==> src/rtl/mult_seq_pkg.sv <==
// Shared definitions for the limb-sequenced multiplier: FSM state encoding and default limb width.
package mult_seq_pkg;

  typedef enum logic [1:0] {
    IDLE = 2'd0,
    MUL  = 2'd1,
    DONE = 2'd2
  } state_t;

  localparam int LIMB_W_DEF = 8;

endpackage

==> src/rtl/array_multiplier.sv <==
// Existing 8x8 unsigned combinational multiplier core, shared by every limb pass.
module array_multiplier (
  input  logic [7:0]  a,
  input  logic [7:0]  b,
  output logic [15:0] m
);

  assign m = a * b;

endmodule

==> src/rtl/mult_seq_ctrl.sv <==
// Multi-cycle OP_W x OP_W multiplier built from one shared 8x8 core, one limb product per clock.
// Optional macro MULT_SIGNED_EN selects two's-complement operands and product (sign-magnitude around the core).
module mult_seq_ctrl
  import mult_seq_pkg::*;
#(
  parameter int  LIMB_W = LIMB_W_DEF,
  parameter int  NLIMB  = 2,
  localparam int OP_W   = LIMB_W * NLIMB
) (
  input  logic              clk,
  input  logic              rst_n,
  input  logic              in_valid,
  output logic              in_ready,
  input  logic [OP_W-1:0]   a,
  input  logic [OP_W-1:0]   b,
  output logic              out_valid,
  input  logic              out_ready,
  output logic [2*OP_W-1:0] p,
  output logic              busy
);

  localparam int P_W   = 2 * OP_W;
  localparam int NPASS = NLIMB * NLIMB;
  localparam int IDX_W = $clog2(NPASS + 1);

  state_t state, state_next;

  logic [OP_W-1:0]     a_lat, b_lat, a_mag, b_mag;
  logic [P_W-1:0]      acc, term, acc_sum, result;
  logic [IDX_W-1:0]    idx, i_sel, j_sel;
  logic [LIMB_W-1:0]   core_a, core_b;
  logic [2*LIMB_W-1:0] core_m;
  logic                accept, last;

  assign accept = in_valid && in_ready;
  assign last   = (idx == IDX_W'(NPASS - 1));

  // idx walks the limb pairs row-major: i picks the a limb, j the b limb.
  assign i_sel   = idx / IDX_W'(NLIMB);
  assign j_sel   = idx % IDX_W'(NLIMB);
  assign core_a  = a_lat[i_sel*LIMB_W +: LIMB_W];
  assign core_b  = b_lat[j_sel*LIMB_W +: LIMB_W];
  assign term    = P_W'(core_m) << (LIMB_W * (i_sel + j_sel));
  assign acc_sum = acc + term;

  array_multiplier u_core (
    .a(core_a),
    .b(core_b),
    .m(core_m)
  );

`ifdef MULT_SIGNED_EN
  logic neg;

  // Magnitudes fit OP_W unsigned bits, including the most negative operand.
  assign a_mag  = a[OP_W-1] ? -a : a;
  assign b_mag  = b[OP_W-1] ? -b : b;
  assign result = neg ? -acc_sum : acc_sum;

  always_ff @(posedge clk or negedge rst_n) begin
    if (!rst_n) begin
      neg <= 1'b0;
    end else if (state == IDLE && accept) begin
      neg <= a[OP_W-1] ^ b[OP_W-1];
    end
  end
`else
  assign a_mag  = a;
  assign b_mag  = b;
  assign result = acc_sum;
`endif

  always_ff @(posedge clk or negedge rst_n) begin
    if (!rst_n) begin
      state <= IDLE;
    end else begin
      state <= state_next;
    end
  end

  always_comb begin
    state_next = state;
    in_ready   = 1'b0;
    out_valid  = 1'b0;
    busy       = 1'b1;
    case (state)
      IDLE: begin
        in_ready = 1'b1;
        busy     = 1'b0;
        if (in_valid) state_next = MUL;
      end
      MUL: begin
        if (last) state_next = DONE;
      end
      DONE: begin
        out_valid = 1'b1;
        if (out_ready) state_next = IDLE;
      end
      default: state_next = IDLE;
    endcase
  end

  // p only changes when a full product is ready, so a stalled DONE holds it.
  always_ff @(posedge clk or negedge rst_n) begin
    if (!rst_n) begin
      a_lat <= '0;
      b_lat <= '0;
      acc   <= '0;
      idx   <= '0;
      p     <= '0;
    end else begin
      case (state)
        IDLE: begin
          if (accept) begin
            a_lat <= a_mag;
            b_lat <= b_mag;
            acc   <= '0;
            idx   <= '0;
          end
        end
        MUL: begin
          acc <= acc_sum;
          idx <= idx + IDX_W'(1);
          if (last) p <= result;
        end
        default: ;
      endcase
    end
  end

endmodule

==> config.mk <==
export PLATFORM = sky130hd
export DESIGN_NAME = mult_seq_ctrl
export DESIGN_NICKNAME = d
export VERILOG_FILES = /design/src/rtl/mult_seq_pkg.sv /design/src/rtl/array_multiplier.sv /design/src/rtl/mult_seq_ctrl.sv
export SDC_FILE = /design/constraint.sdc
export NUM_CORES = 1
export LEC_CHECK = 0
export BUFFER_PORTS_ARGS = -buffer_cell sky130_fd_sc_hd__buf_2
export CORE_AREA = 2 2 118 177
export CTS_CLUSTER_SIZE = 40
export DETAILED_ROUTE_END_ITERATION = 10
export DIE_AREA = 0 0 120 179
export GPL_TIMING_DRIVEN = 0
export SLEW_MARGIN = 25
export SYNTH_ARGS = -nofsm -noshare
export SYNTH_HDL_FRONTEND = slang
export SYNTH_SLANG_ARGS = --single-unit
==> constraint.sdc <==
create_clock -name clk -period 15.1 [get_ports clk]
set_clock_uncertainty 0.2 [all_clocks]
set_input_delay 4.53 -clock clk [delete_from_list [all_inputs] [get_ports clk]]
set_output_delay 4.53 -clock clk [all_outputs]
set_load 0.005 [all_outputs]
# Word-level counts from Yosys, hierarchy flattened
# Cells that the tools add are included.
[word_totals]
elab_cells = 38
ff_bits = 101
out_inout_bits = 35
[classes]
reduce_logical = 7
n_eq_ne = 7
shift = 3
add_sub_neg = 3
multipliers = 1
n_mux = 11
[op_table]
columns = ["cell", "n"]
rows = [
  ["32-bit case mux with 2 select lines", 1],
  ["32-bit adder", 1],
  ["32-bit two-way mux", 1],
  ["16-bit by 6-bit << shifter with 32-bit output", 1],
  ["8-bit by 8-bit multiplier with 16-bit output", 1],
  ["16-bit by 5-bit indexed part select with 8-bit output", 1],
  ["16-bit by 6-bit indexed part select with 8-bit output", 1],
  ["2-bit != test (second input constant)", 4],
  ["2-bit two-way mux", 3],
  ["2-bit case mux with 3 select lines", 1],
  ["3-bit case mux with 2 select lines", 1],
  ["2-bit AND reduction", 3],
  ["2-bit by 1-bit adder with 3-bit output", 1],
  ["3-bit by 1-bit adder with 3-bit output (second input constant)", 1],
  ["3-bit by 2-bit == test with 1-bit output (second input constant)", 1],
  ["1-bit two-way mux", 3],
  ["3-bit two-way mux", 1],
  ["3-bit AND reduction", 1],
  ["2-bit by 1-bit == test with 1-bit output (second input constant)", 1],
  ["2-bit == test (second input constant)", 1],
  ["2-bit zero test", 1],
  ["2-bit nonzero test", 1],
  ["1-bit logical AND", 1],
]

# Logic depth before layout (Yosys ltp)
# Gate-level depths: netlist of run 1.
[depth]
word_depth = 5
mapped_depth = 33
mapped_depth_nobuf = 30

# Cells and area by module
# Synthesis of run 1 repeated with hierarchy kept, for this count alone.
[unflattened]
cells_unflattened = 920
area_unflattened_um2 = 8434.3
[modules_own_cells]
columns = ["mod", "area_per_inst_um2", "n_inst", "cells_per_inst"]
rows = [
  ["mult_seq_ctrl", 6308.6, 1, 677],
  ["array_multiplier", 2125.8, 1, 243],
]

# Worst setup path after synthesis of run 1
# OpenSTA, ideal clock, no wires.
[synth_timing]
path_kind = "reg2reg"
start = "register idx[0]"
end = "register acc[20]"
path_slack_ns = 7.977
arrival_ns = 6.785
path_buffers = 2
stages_incl_launch_ff = 31
path_cell_list = "dfrtp_1 clkbuf_1 mux2i_1 or3_1 fa_1 fa_1 inv_1 fa_1 inv_1 fa_1 inv_1 ha_1 o21ai_0 o21ai_0 a31oi_1 o21bai_1 a21oi_1 xnor2_1 o21ai_0 nor2_1 ha_1 buf_2 a21o_1 a21o_1 a21o_1 a21oi_1 o21ai_0 a221o_1 a21oi_1 xor2_1 o22ai_1"
[synth_between]
elab_chain_cells = 5
[synth_rtl]
columns = ["item", "line_no", "source"]
rows = [
  ["start: declaration", "mult_seq_ctrl.sv:30", "logic [IDX_W-1:0] idx, i_sel, j_sel;"],
  ["start signal: assignment", "mult_seq_ctrl.sv:123", "idx <= idx + IDX_W'(1);"],
  ["16-bit by 5-bit indexed part select with 8-bit output", "mult_seq_ctrl.sv:42", "assign core_b = b_lat[j_sel*LIMB_W +: LIMB_W];"],
  ["8-bit by 8-bit multiplier with 16-bit output", "array_multiplier.sv:8", "assign m = a * b;"],
  ["16-bit by 6-bit << shifter with 32-bit output (*)", "mult_seq_ctrl.sv:43", "assign term = P_W'(core_m) << (LIMB_W * (i_sel + j_sel));"],
  ["32-bit adder (*)", "mult_seq_ctrl.sv:44", "assign acc_sum = acc + term;"],
  ["32-bit case mux with 2 select lines (*)", "mult_seq_ctrl.sv:112", "case (state)"],
  ["end signal: assignment", "mult_seq_ctrl.sv:122", "acc <= acc_sum;"],
  ["end: declaration", "mult_seq_ctrl.sv:29", "logic [P_W-1:0] acc, term, acc_sum, result;"],
]
# Every way passes the cells marked *; elsewhere a longest branch is shown, timed or not.
# A chain may end at the register's enable or synchronous reset.

# Worst setup path after layout of run 1
[layout_timing]
start = "register idx[0]"
end = "register acc[31]"
# Same word-level chain as after synthesis.

==> results.md, run 1 <==
Run status:
- The run finished with clean final reports.

Synthesis:
- The complex-gate fraction of the synthesized area came to 0.155.
- The most frequent cell after synthesis is sky130_fd_sc_hd__dfrtp_1.
- The arithmetic-cell share of the synthesized area counting full adders, half adders and majority gates is 0.207.
- Counting flops and latches in the post-synthesis netlist gives 101.
- By count the netlist is led by 101 x sky130_fd_sc_hd__dfrtp_1, 96 x sky130_fd_sc_hd__nor2_1, 95 x sky130_fd_sc_hd__nand2_1.
- The netlist uses 57 different library cells.
- The post-synthesis net count is 1,001.
- The most instantiated flip-flop cell in the synthesis netlist is sky130_fd_sc_hd__dfrtp_1.
- The fraction of registers with async set/reset is 1.00.
- The post-synthesis area per instance is around 9 um^2.
- Of all cell types, the one taking the most synthesized area is sky130_fd_sc_hd__dfrtp_1.
- The share of synthesized area in the top cell type comes to 0.323.
- The simple-gate share of the synthesized area is 0.143.
- In the post-synthesis netlist, the biggest area contributors are sky130_fd_sc_hd__dfrtp_1 32%, sky130_fd_sc_hd__ha_1 11%, sky130_fd_sc_hd__fa_1 9.5%.
- By area, the combinational part of the netlist is dominated by adder cells.
- The synthesis warning total is 0.
- The count of flip-flops with a built-in enable after synthesis is 0.
- The portion of synthesized area spent on multiplexers is 0.0745.
- Of the synthesized area, sequential elements account for 0.323.
- The synthesized netlist occupies a cell area of about 0.0078 mm^2.
- Of the total synthesized cell area, the portion taken by XOR and XNOR cells is 0.0459.
- Synthesis handed over a netlist of 858 instances.

Clock tree:
- TritonCTS built the clock tree.
- The clock tree synthesis step divided the H-tree into 3 levels.
- After clock tree synthesis, the clock-pin slew on the worst setup and hold paths is 0.08 ns.
- The largest buffer count on any clock path is 2.
- The total of cells resized after clock tree synthesis is 0.
- The cell at the root of the clock tree is sky130_fd_sc_hd__clkbuf_16.
- Buffers inserted during clock tree synthesis total 9.
- The clock insertion delay at the later pin of the skew report is 0.38 ns.
- Buffers inserted to repair hold after CTS numbered 0.
- The number of sinks on the clock net is 101.
- The number of buffers inserted by post-CTS setup repair is 0.

Critical path:
- The biggest cell delay along the critical path is 0.88 ns.
- Along the worst path, the maximum fanout reaches 10.
- The critical path capture point type is a flop.
- STA puts the critical path data arrival time at 8.52 ns.
- The most common cell type on the critical path is sky130_fd_sc_hd__fa_1.
- The family with the most delay on the worst path is adder cells.
- The number of buffers and inverters on the critical path is 5.
- Among all stages on the critical path, the largest delay is contributed by sky130_fd_sc_hd__mux2i_1.
- The startpoint-to-endpoint class of the critical path is flop to flop.
- STA classifies the critical path startpoint as a flop.
- The critical path data required time is 15.12 ns.

STA:
- Of the available clock period, the critical path in the final layout requires 0.563.
- Across all setup checks in the final design, the least slack found is 6.60 ns.
- The pin slew with the least headroom to its limit is 0.959 ns.
- The number of max-slew violations in the final report was 0.
- Subtracting the final worst setup slack from the clock period gives 8.50 ns.
- The final-report hold violation count is 0.
- The number of setup violations in the final report is 0.
- The relative slew slack is 0.342.
- For the final routed database, the setup TNS stands at 0 ns.
- The final-layout worst hold slack is 0.283 ns.
- The fmax is 118 MHz.
- Setup repair after global routing left no endpoint under its margin.

Finish:
- After the last flow step, the layout net total stands at 1,083.
- The final standard cell count with taps included and fillers excluded is roughly 1,200.
- Of the cells placed in the final design, the portion with a size suffix greater than 1 is 0.160.
- The number of antenna diodes is 0.
- The area growth from synthesis to layout is 13.1%.

Die:
- The die covers around 0.021 mm^2.
- For this design the top-level I/O count stands at a little over 70.
- The number of core rows is 64.
- The initial utilization of the core area, before any placement, comes to 0.389.
- The die span in y is approximately 180 um.
- The core region is 0.0201 mm^2.
- The die is 120 um wide.

Placed design:
- The last weighted congestion value of the routability-driven placer is 0.928.
- After detailed placement, the design holds a cell count of about 1,200.
- Prior to clock tree synthesis, the placed netlist has a worst setup slack of 6.63 ns.
- Detailed placement ended at an HPWL of around 16 mm.
- The number of port buffers is 70.

Detailed routing:
- The per-cell routed wire length is roughly 16 um.
- Summing over every cut layer, the via total after detailed routing is 6,307.
- The violation count after the first detailed-routing iteration is 486.
- In this run the remaining antenna-violating nets after routing total 0.
- The post-detailed-routing wire length is 19.8 mm.
- The first-pass detailed-route iteration total is 4.
- The post-detailed-route via-to-cell ratio is 5.22.
- In the routed design, unresolved DRC markers number 0.

GRT:
- The maximum number of pins on one net before global-route repair is 57.
- For this run, the total global-route usage over all layers was measured as 0.193.
- The number of global-route vias before repair was 6,437.
- The initial antenna violation count is 0.
- After global routing the overflow that remains totals 0.
- The first global-routing pass estimated 32.3 mm of wire.

Min path:
- The path class of the tightest hold or removal check is flop to flop.

Run:
- The number of violations of the max-capacitance limit is 0.
## worst paths after layout
check	end	slack (ns)	start	depth (start not counted)
worst max-delay path	acc[31]$_DFFE_PN0P_	6.60	idx[0]$_DFFE_PN0P_	28
worst min-delay path	p[31]$_DFFE_PN0P_	0.28	p[31]$_DFFE_PN0P_	2
worst max register to register	acc[31]$_DFFE_PN0P_	6.60	idx[0]$_DFFE_PN0P_	28
worst min register to register	p[31]$_DFFE_PN0P_	0.28	p[31]$_DFFE_PN0P_	2
max in group asynchronous	a_lat[6]$_DFFE_PN0P_	10.14	rst_n	2
min in group asynchronous	p[7]$_DFFE_PN0P_	3.90	rst_n	1
## worst reg2reg max path, delay by kind of cell, from the launching register on
family / cells / cell delay [ns]
XOR/XNOR: 2 / 0.37
flip-flops: 1 / 0.36
adder cells (fa/ha/maj): 6 / 2.65
AND/OR/NAND/NOR: 5 / 1.30
AO/OA/AOI/OAI: 9 / 1.67
buffers and inverters: 5 / 0.92
multiplexers: 1 / 0.88
## layout by cell type (no fill, tap or decap), types with 3 or more instances in the layout
master / synthesis / layout
sky130_fd_sc_hd__o21ai_1: 14 / 14
sky130_fd_sc_hd__o21bai_1: 6 / 6
sky130_fd_sc_hd__a31oi_1: 4 / 4
sky130_fd_sc_hd__a211oi_1: 5 / 5
sky130_fd_sc_hd__a21oi_1: 37 / 37
sky130_fd_sc_hd__xor2_1: 14 / 14
sky130_fd_sc_hd__or2_2: 11 / 11
sky130_fd_sc_hd__o22ai_1: 27 / 27
sky130_fd_sc_hd__fa_1: 37 / 37
sky130_fd_sc_hd__or3_1: 13 / 13
sky130_fd_sc_hd__nand3_1: 8 / 8
sky130_fd_sc_hd__buf_1: 4 / 4
sky130_fd_sc_hd__mux2_2: 34 / 34
sky130_fd_sc_hd__nor2_1: 96 / 96
sky130_fd_sc_hd__clkbuf_1: 32 / 32
sky130_fd_sc_hd__inv_1: 64 / 64
sky130_fd_sc_hd__a21o_1: 17 / 17
sky130_fd_sc_hd__buf_2: 4 / 73
sky130_fd_sc_hd__o21ai_0: 52 / 52
sky130_fd_sc_hd__dfrtp_1: 101 / 101
sky130_fd_sc_hd__clkbuf_16: 0 / 9
sky130_fd_sc_hd__o21a_1: 3 / 3
sky130_fd_sc_hd__mux2i_1: 20 / 19
sky130_fd_sc_hd__xnor2_1: 27 / 27
sky130_fd_sc_hd__nor3_1: 5 / 5
sky130_fd_sc_hd__a21oi_2: 3 / 3
sky130_fd_sc_hd__and2_1: 6 / 6
sky130_fd_sc_hd__ha_1: 70 / 70
sky130_fd_sc_hd__and3_1: 6 / 6
sky130_fd_sc_hd__nand2b_1: 5 / 5
sky130_fd_sc_hd__o31ai_1: 3 / 3
sky130_fd_sc_hd__nand2_1: 95 / 95
## logic make-up after synthesis
group / after synthesis
and+or+nand+nor: 255
AOI/OAI and AO/OA: 194
adders and majority gates: 107
buffers and inverters: 106
DFF: 101
muxes: 54
xor gates and xnor gates: 41
## registers in the layout (all words and copies together), names as in the netlist
register and flops:
acc 32, p 32, state 2, a_lat 16, idx 3, b_lat 16
## layer usage
| metal | vias up | track usage | wire length (um) |
|---|---|---|---|
| met5 | - | 0 | 0 |
| met4 | 0 | 0.0843 | 559 |
| met1 | 3065 | 0.215 | 7770 |
| met3 | 35 | 0.0229 | 469 |
| met2 | 99 | 0.365 | 11000 |
| li1 | 3108 | - | - |
## through the flow
stage	utilization	area, um^2
detailed placement	0.425	8540
floorplan	-	7830
CTS	0.440	8850
global placement	0.423	8510
finish	0.440	8850
global route	0.440	8850
## layout make-up
cell class	count	area, um^2
sequential	101	2530
clock buffer	9	225
clock inverter	7	80.1
tap	264	330
fill	1994	11200
multi-input combinational	651	4890
inverter	65	244
timing repair buffer	71	384
buffer	41	166
Power of run 1 is not shown: default switching activity piles up to over one toggle a cycle in this logic, so the estimate is an artifact.
==> run 2: changes to the inputs <==
--- a/config.mk
+++ b/config.mk
@@ -5,11 +5,12 @@
 export SDC_FILE = /design/constraint.sdc
 export NUM_CORES = 1
 export LEC_CHECK = 0
+export ABC_AREA = 1
 export BUFFER_PORTS_ARGS = -buffer_cell sky130_fd_sc_hd__buf_2
-export CORE_AREA = 2 2 118 177
+export CORE_AREA = 2 2 121 181
 export CTS_CLUSTER_SIZE = 40
 export DETAILED_ROUTE_END_ITERATION = 10
-export DIE_AREA = 0 0 120 179
+export DIE_AREA = 0 0 123 183
 export GPL_TIMING_DRIVEN = 0
 export SLEW_MARGIN = 25
 export SYNTH_ARGS = -nofsm -noshare
==> constraint.sdc (replaced) <==
create_clock -name clk -period 7.5 [get_ports clk]
set_clock_uncertainty 0.2 [all_clocks]
set_input_delay 2.25 -clock clk [delete_from_list [all_inputs] [get_ports clk]]
set_output_delay 2.25 -clock clk [all_outputs]
set_load 0.005 [all_outputs]
==> run 2 against run 1 <==
- sequential share of layout area decreased by 1.6 points
- cell count increased by 21%
- wire length increased by 20%
- setup slack got worse by 6.2 ns
- highest routed layer unchanged
- maximum frequency increased by 19%
- synthesized cell count increased by 28%
- area after synthesis increased by 5.3%
- register-to-register slack got worse by 6.2 ns
- sequential cell count unchanged
- via count increased by 17%
- critical path type unchanged
- final area increased by 5.9%
- worst hold slack got worse by 0.0048 ns
==> results.md, run 2 <==
Synthesis:
- The post-synthesis net count is between 1,000 and 1,500.
- The biggest area contributor in the post-synthesis netlist is sky130_fd_sc_hd__dfrtp_1.
- The number of library cell types mapped by synthesis is 47.
- Of the post-synthesis cell area, the dominant cell type holds 0.307.
- The commonest cells after synthesis are 307 x sky130_fd_sc_hd__nand2_1, 134 x sky130_fd_sc_hd__inv_1, 130 x sky130_fd_sc_hd__nor2_1.
- After synthesis, the cell types taking the most area are sky130_fd_sc_hd__dfrtp_1 31%, sky130_fd_sc_hd__nand2_1 14%, sky130_fd_sc_hd__ha_1 11%.
- The most common cell in the synthesized netlist is sky130_fd_sc_hd__nand2_1.
- Synthesis handed over a netlist of 1,102 instances.
- The fraction of registers with async set/reset is 1.00.
- The netlist area before placement is 0.00824 mm^2.
- After synthesis the netlist holds a flip-flop and latch count of 101.
- The synthesis warning total is 0.
- The post-synthesis area per instance is 7.48 um^2.
- In this run, synthesis inferred 0 flip-flops with an integrated enable.
- The most instantiated flip-flop cell in the synthesis netlist is sky130_fd_sc_hd__dfrtp_1.
- For this run, the register share of the synthesized area comes to 0.307.

Clock tree:
- TritonCTS built the clock tree.
- Clock latency on the worst-skew pair, taken at its later pin, is 0.38 ns.
- The cell at the root of the clock tree is sky130_fd_sc_hd__clkbuf_16.
- The largest buffer count on any clock path is 2.
- The number of sinks on the clock net is 101.
- The number of levels the H-tree was split into is 3.
- Clock-pin slew was measured on the worst setup and hold paths at 0.08 ns.
- The clock buffer count from CTS is 9.

Finish:
- The number of antenna diodes is 0.
- In the layout the commonest cells are 307 x sky130_fd_sc_hd__nand2_1, 132 x sky130_fd_sc_hd__inv_1, 130 x sky130_fd_sc_hd__nor2_1, 101 x sky130_fd_sc_hd__dfrtp_1, 81 x sky130_fd_sc_hd__buf_2.
- The layout cell share with drive strength beyond 1 is 0.131.
- Leaving out fill and tap cells, the most frequent cell in the layout is sky130_fd_sc_hd__nand2_1.
- The largest registers in the layout are acc x32, p x32.
- The final standard cell count with taps included and fillers excluded is 1,461.
- The area growth from synthesis to layout is 13.8%.
- The post-layout net count is 1,331.

Critical path:
- The flop-to-flop setup slack is about 0.39 ns.
- Data on the critical path is required at its endpoint by 7.55 ns.
- The most critical setup path has its startpoint at idx[0]$_DFFE_PN0P_.
- The startpoint class of the critical path is a flop.
- For this design, the slowest cell found on the critical path is sky130_fd_sc_hd__fa_1.
- The data arrival time of the critical path is 7.16 ns.
- Following the worst setup path forward leads to its endpoint at acc[21]$_DFFE_PN0P_.
- STA classifies the critical path endpoint as a flop.
- Along the worst path, the maximum fanout reaches 10.
- The worst register-to-register path has a depth of 28.
- The worst register-to-register path begins at idx[0]$_DFFE_PN0P_.
- The biggest cell delay along the critical path is around 0.55 ns.
- The most numerous cell type found on the critical path is sky130_fd_sc_hd__fa_1.
- In this run the critical register-to-register path is captured at acc[21]$_DFFE_PN0P_.
- The startpoint-to-endpoint class of the critical path is flop to flop.

STA:
- The pin slew with the least headroom to its limit is 0.905 ns.
- The number of max-slew violations in the final report came to 0.
- Dividing the final minimum period by the clock period gives 0.948.
- Setup violations remaining at the end of the flow were counted as 0.
- Setup repair after global routing could not meet its margin everywhere.
- The clock period minus final worst setup slack is 7.11 ns.
- In this run the tightest slew margin relative to its limit is 0.379.
- The final-report hold violation count is 0.
- The fmax is 141 MHz.
- The final-layout worst hold slack is 0.278 ns.

Detailed routing:
- Across all layers, the routed design uses between 7,000 and 8,000 vias.
- The post-detailed-route via-to-cell ratio is 5.05.
- The first detailed-routing pass ran for 5 iterations.
- The number of antenna-violating nets in the routed design is 0.
- After the first detailed-routing iteration, the DRC count stood at 442.
- The post-detailed-routing wire length is 23.8 mm.
- After detailed routing, the number of remaining DRC violations is 0.
- In the final routed layout, each cell accounts on average for 16.3 um.

Run status:
- The run finished with clean final reports.

Die:
- The I/O pin total is 71.
- The die width is 123 um.
- The initial cell density of the core is 0.393.
- In this run the standard cell core region covers 0.0210 mm^2.
- In this run the core area contains 65 standard-cell rows.
- The area of the die is 0.0225 mm^2.
- In this run the vertical extent of the chip is 183 um.

Run:
- The number of violations of the max-capacitance limit is 0.

GRT:
- Across every metal layer, demand over resource in global routing totals 0.224.
- Entering global routing, the biggest net connects 63 pins.
- The initial antenna violation count is 0.
- Global routing finished with a remaining overflow of 0.
- The number of global-route vias before repair is about 7,500.
- The global-route wire length before repair is 38.2 mm.

Min path:
- The worst hold path belongs to the class flop to flop.

Placed design:
- The count of buffers added on input and output ports is 70.
- The cell count after placement is between 1,000 and 1,500.
- The wire-length estimate of the detail-placed layout is 19.7 mm.
- Routability-driven placement finished with a final weighted congestion of ~0.96.
[run 2: per-layer routing]
| metal | global-route usage | vias to the layer above | wire length (um) |
|---|---|---|---|
| met2 | 0.420 | 157 | 12900 |
| met4 | 0.135 | 0 | 1390 |
| met5 | 0 | - | 0 |
| li1 | - | 3706 | - |
| met1 | 0.230 | 3447 | 8890 |
| met3 | 0.0305 | 69 | 605 |
[run 2: critical path: cells and delay by family, from the launching register on]
family	cells	cell delay [ns]
adder cells (fa/ha/maj)	6	2.83
flip-flops	1	0.34
buffers and inverters	5	0.77
XOR/XNOR	2	0.47
AO/OA/AOI/OAI	11	1.95
AND/OR/NAND/NOR	4	0.38
[run 2: final cells by class]
cell class              instances  area (um^2)
clock buffers                  10          239
plain buffers                  26          125
clock inverters                 6          104
well taps                     268          335
repair buffers                 75          414
fillers                      2220        11600
multi-input cells             837         5110
flip-flops and latches        101         2530
inverters                     138          522
[run 2: through the flow]
stage / util / instance area (um^2) / worst slack (ns) / TNS, ns
6_report: 0.447 / 9380 / 0.390 / 0
5_1_grt: 0.447 / 9380 / -0.00704 / -0.0178
4_1_cts: 0.443 / 9300 / 0.267 / 0
3_5_place_dp: 0.427 / 8960 / 0.299 / 0
3_3_place_gp: 0.425 / 8930 / 0.201 / 0
2_1_floorplan: - / 8240 / 1.33 / 0
[run 2: worst min path at each step]
| stage | startpoint | endpoint | slack [ns] | cells past startpoint |
|---|---|---|---|---|
| global route | p[13]$_DFFE_PN0P_ | p[13]$_DFFE_PN0P_ | 0.31 | 2 |
| global placement | p[30]$_DFFE_PN0P_ | p[30]$_DFFE_PN0P_ | 0.26 | 2 |
| detailed placement | p[23]$_DFFE_PN0P_ | p[23]$_DFFE_PN0P_ | 0.26 | 2 |
| floorplan | b_lat[0]$_DFFE_PN0P_ | b_lat[0]$_DFFE_PN0P_ | 0.25 | 2 |
| finish | p[25]$_DFFE_PN0P_ | p[25]$_DFFE_PN0P_ | 0.28 | 2 |
| CTS | b_lat[8]$_DFFE_PN0P_ | b_lat[8]$_DFFE_PN0P_ | 0.28 | 2 |
[run 2: logic make-up after synthesis]
| group | Yosys count | synth area share |
|---|---|---|
| AOI/OAI and AO/OA | 163 | 0.117 |
| adders and majority gates | 107 | 0.196 |
| buffers and inverters | 164 | 0.0779 |
| muxes | 2 | 0.00243 |
| xor gates and xnor gates | 27 | 0.0287 |
| and+or+nand+nor | 538 | 0.271 |
| DFF | 101 | 0.307 |
[run 2: repair_timing]
action / CTS / global route
endpoints found under the setup margin: 0 / 29
resized for setup: 0 / 12
hold endpoints to repair: 0 / 0
hold buffers: 0 / 0
buffers inserted: 0 / 4
Power of run 2 is left out for the same reason.
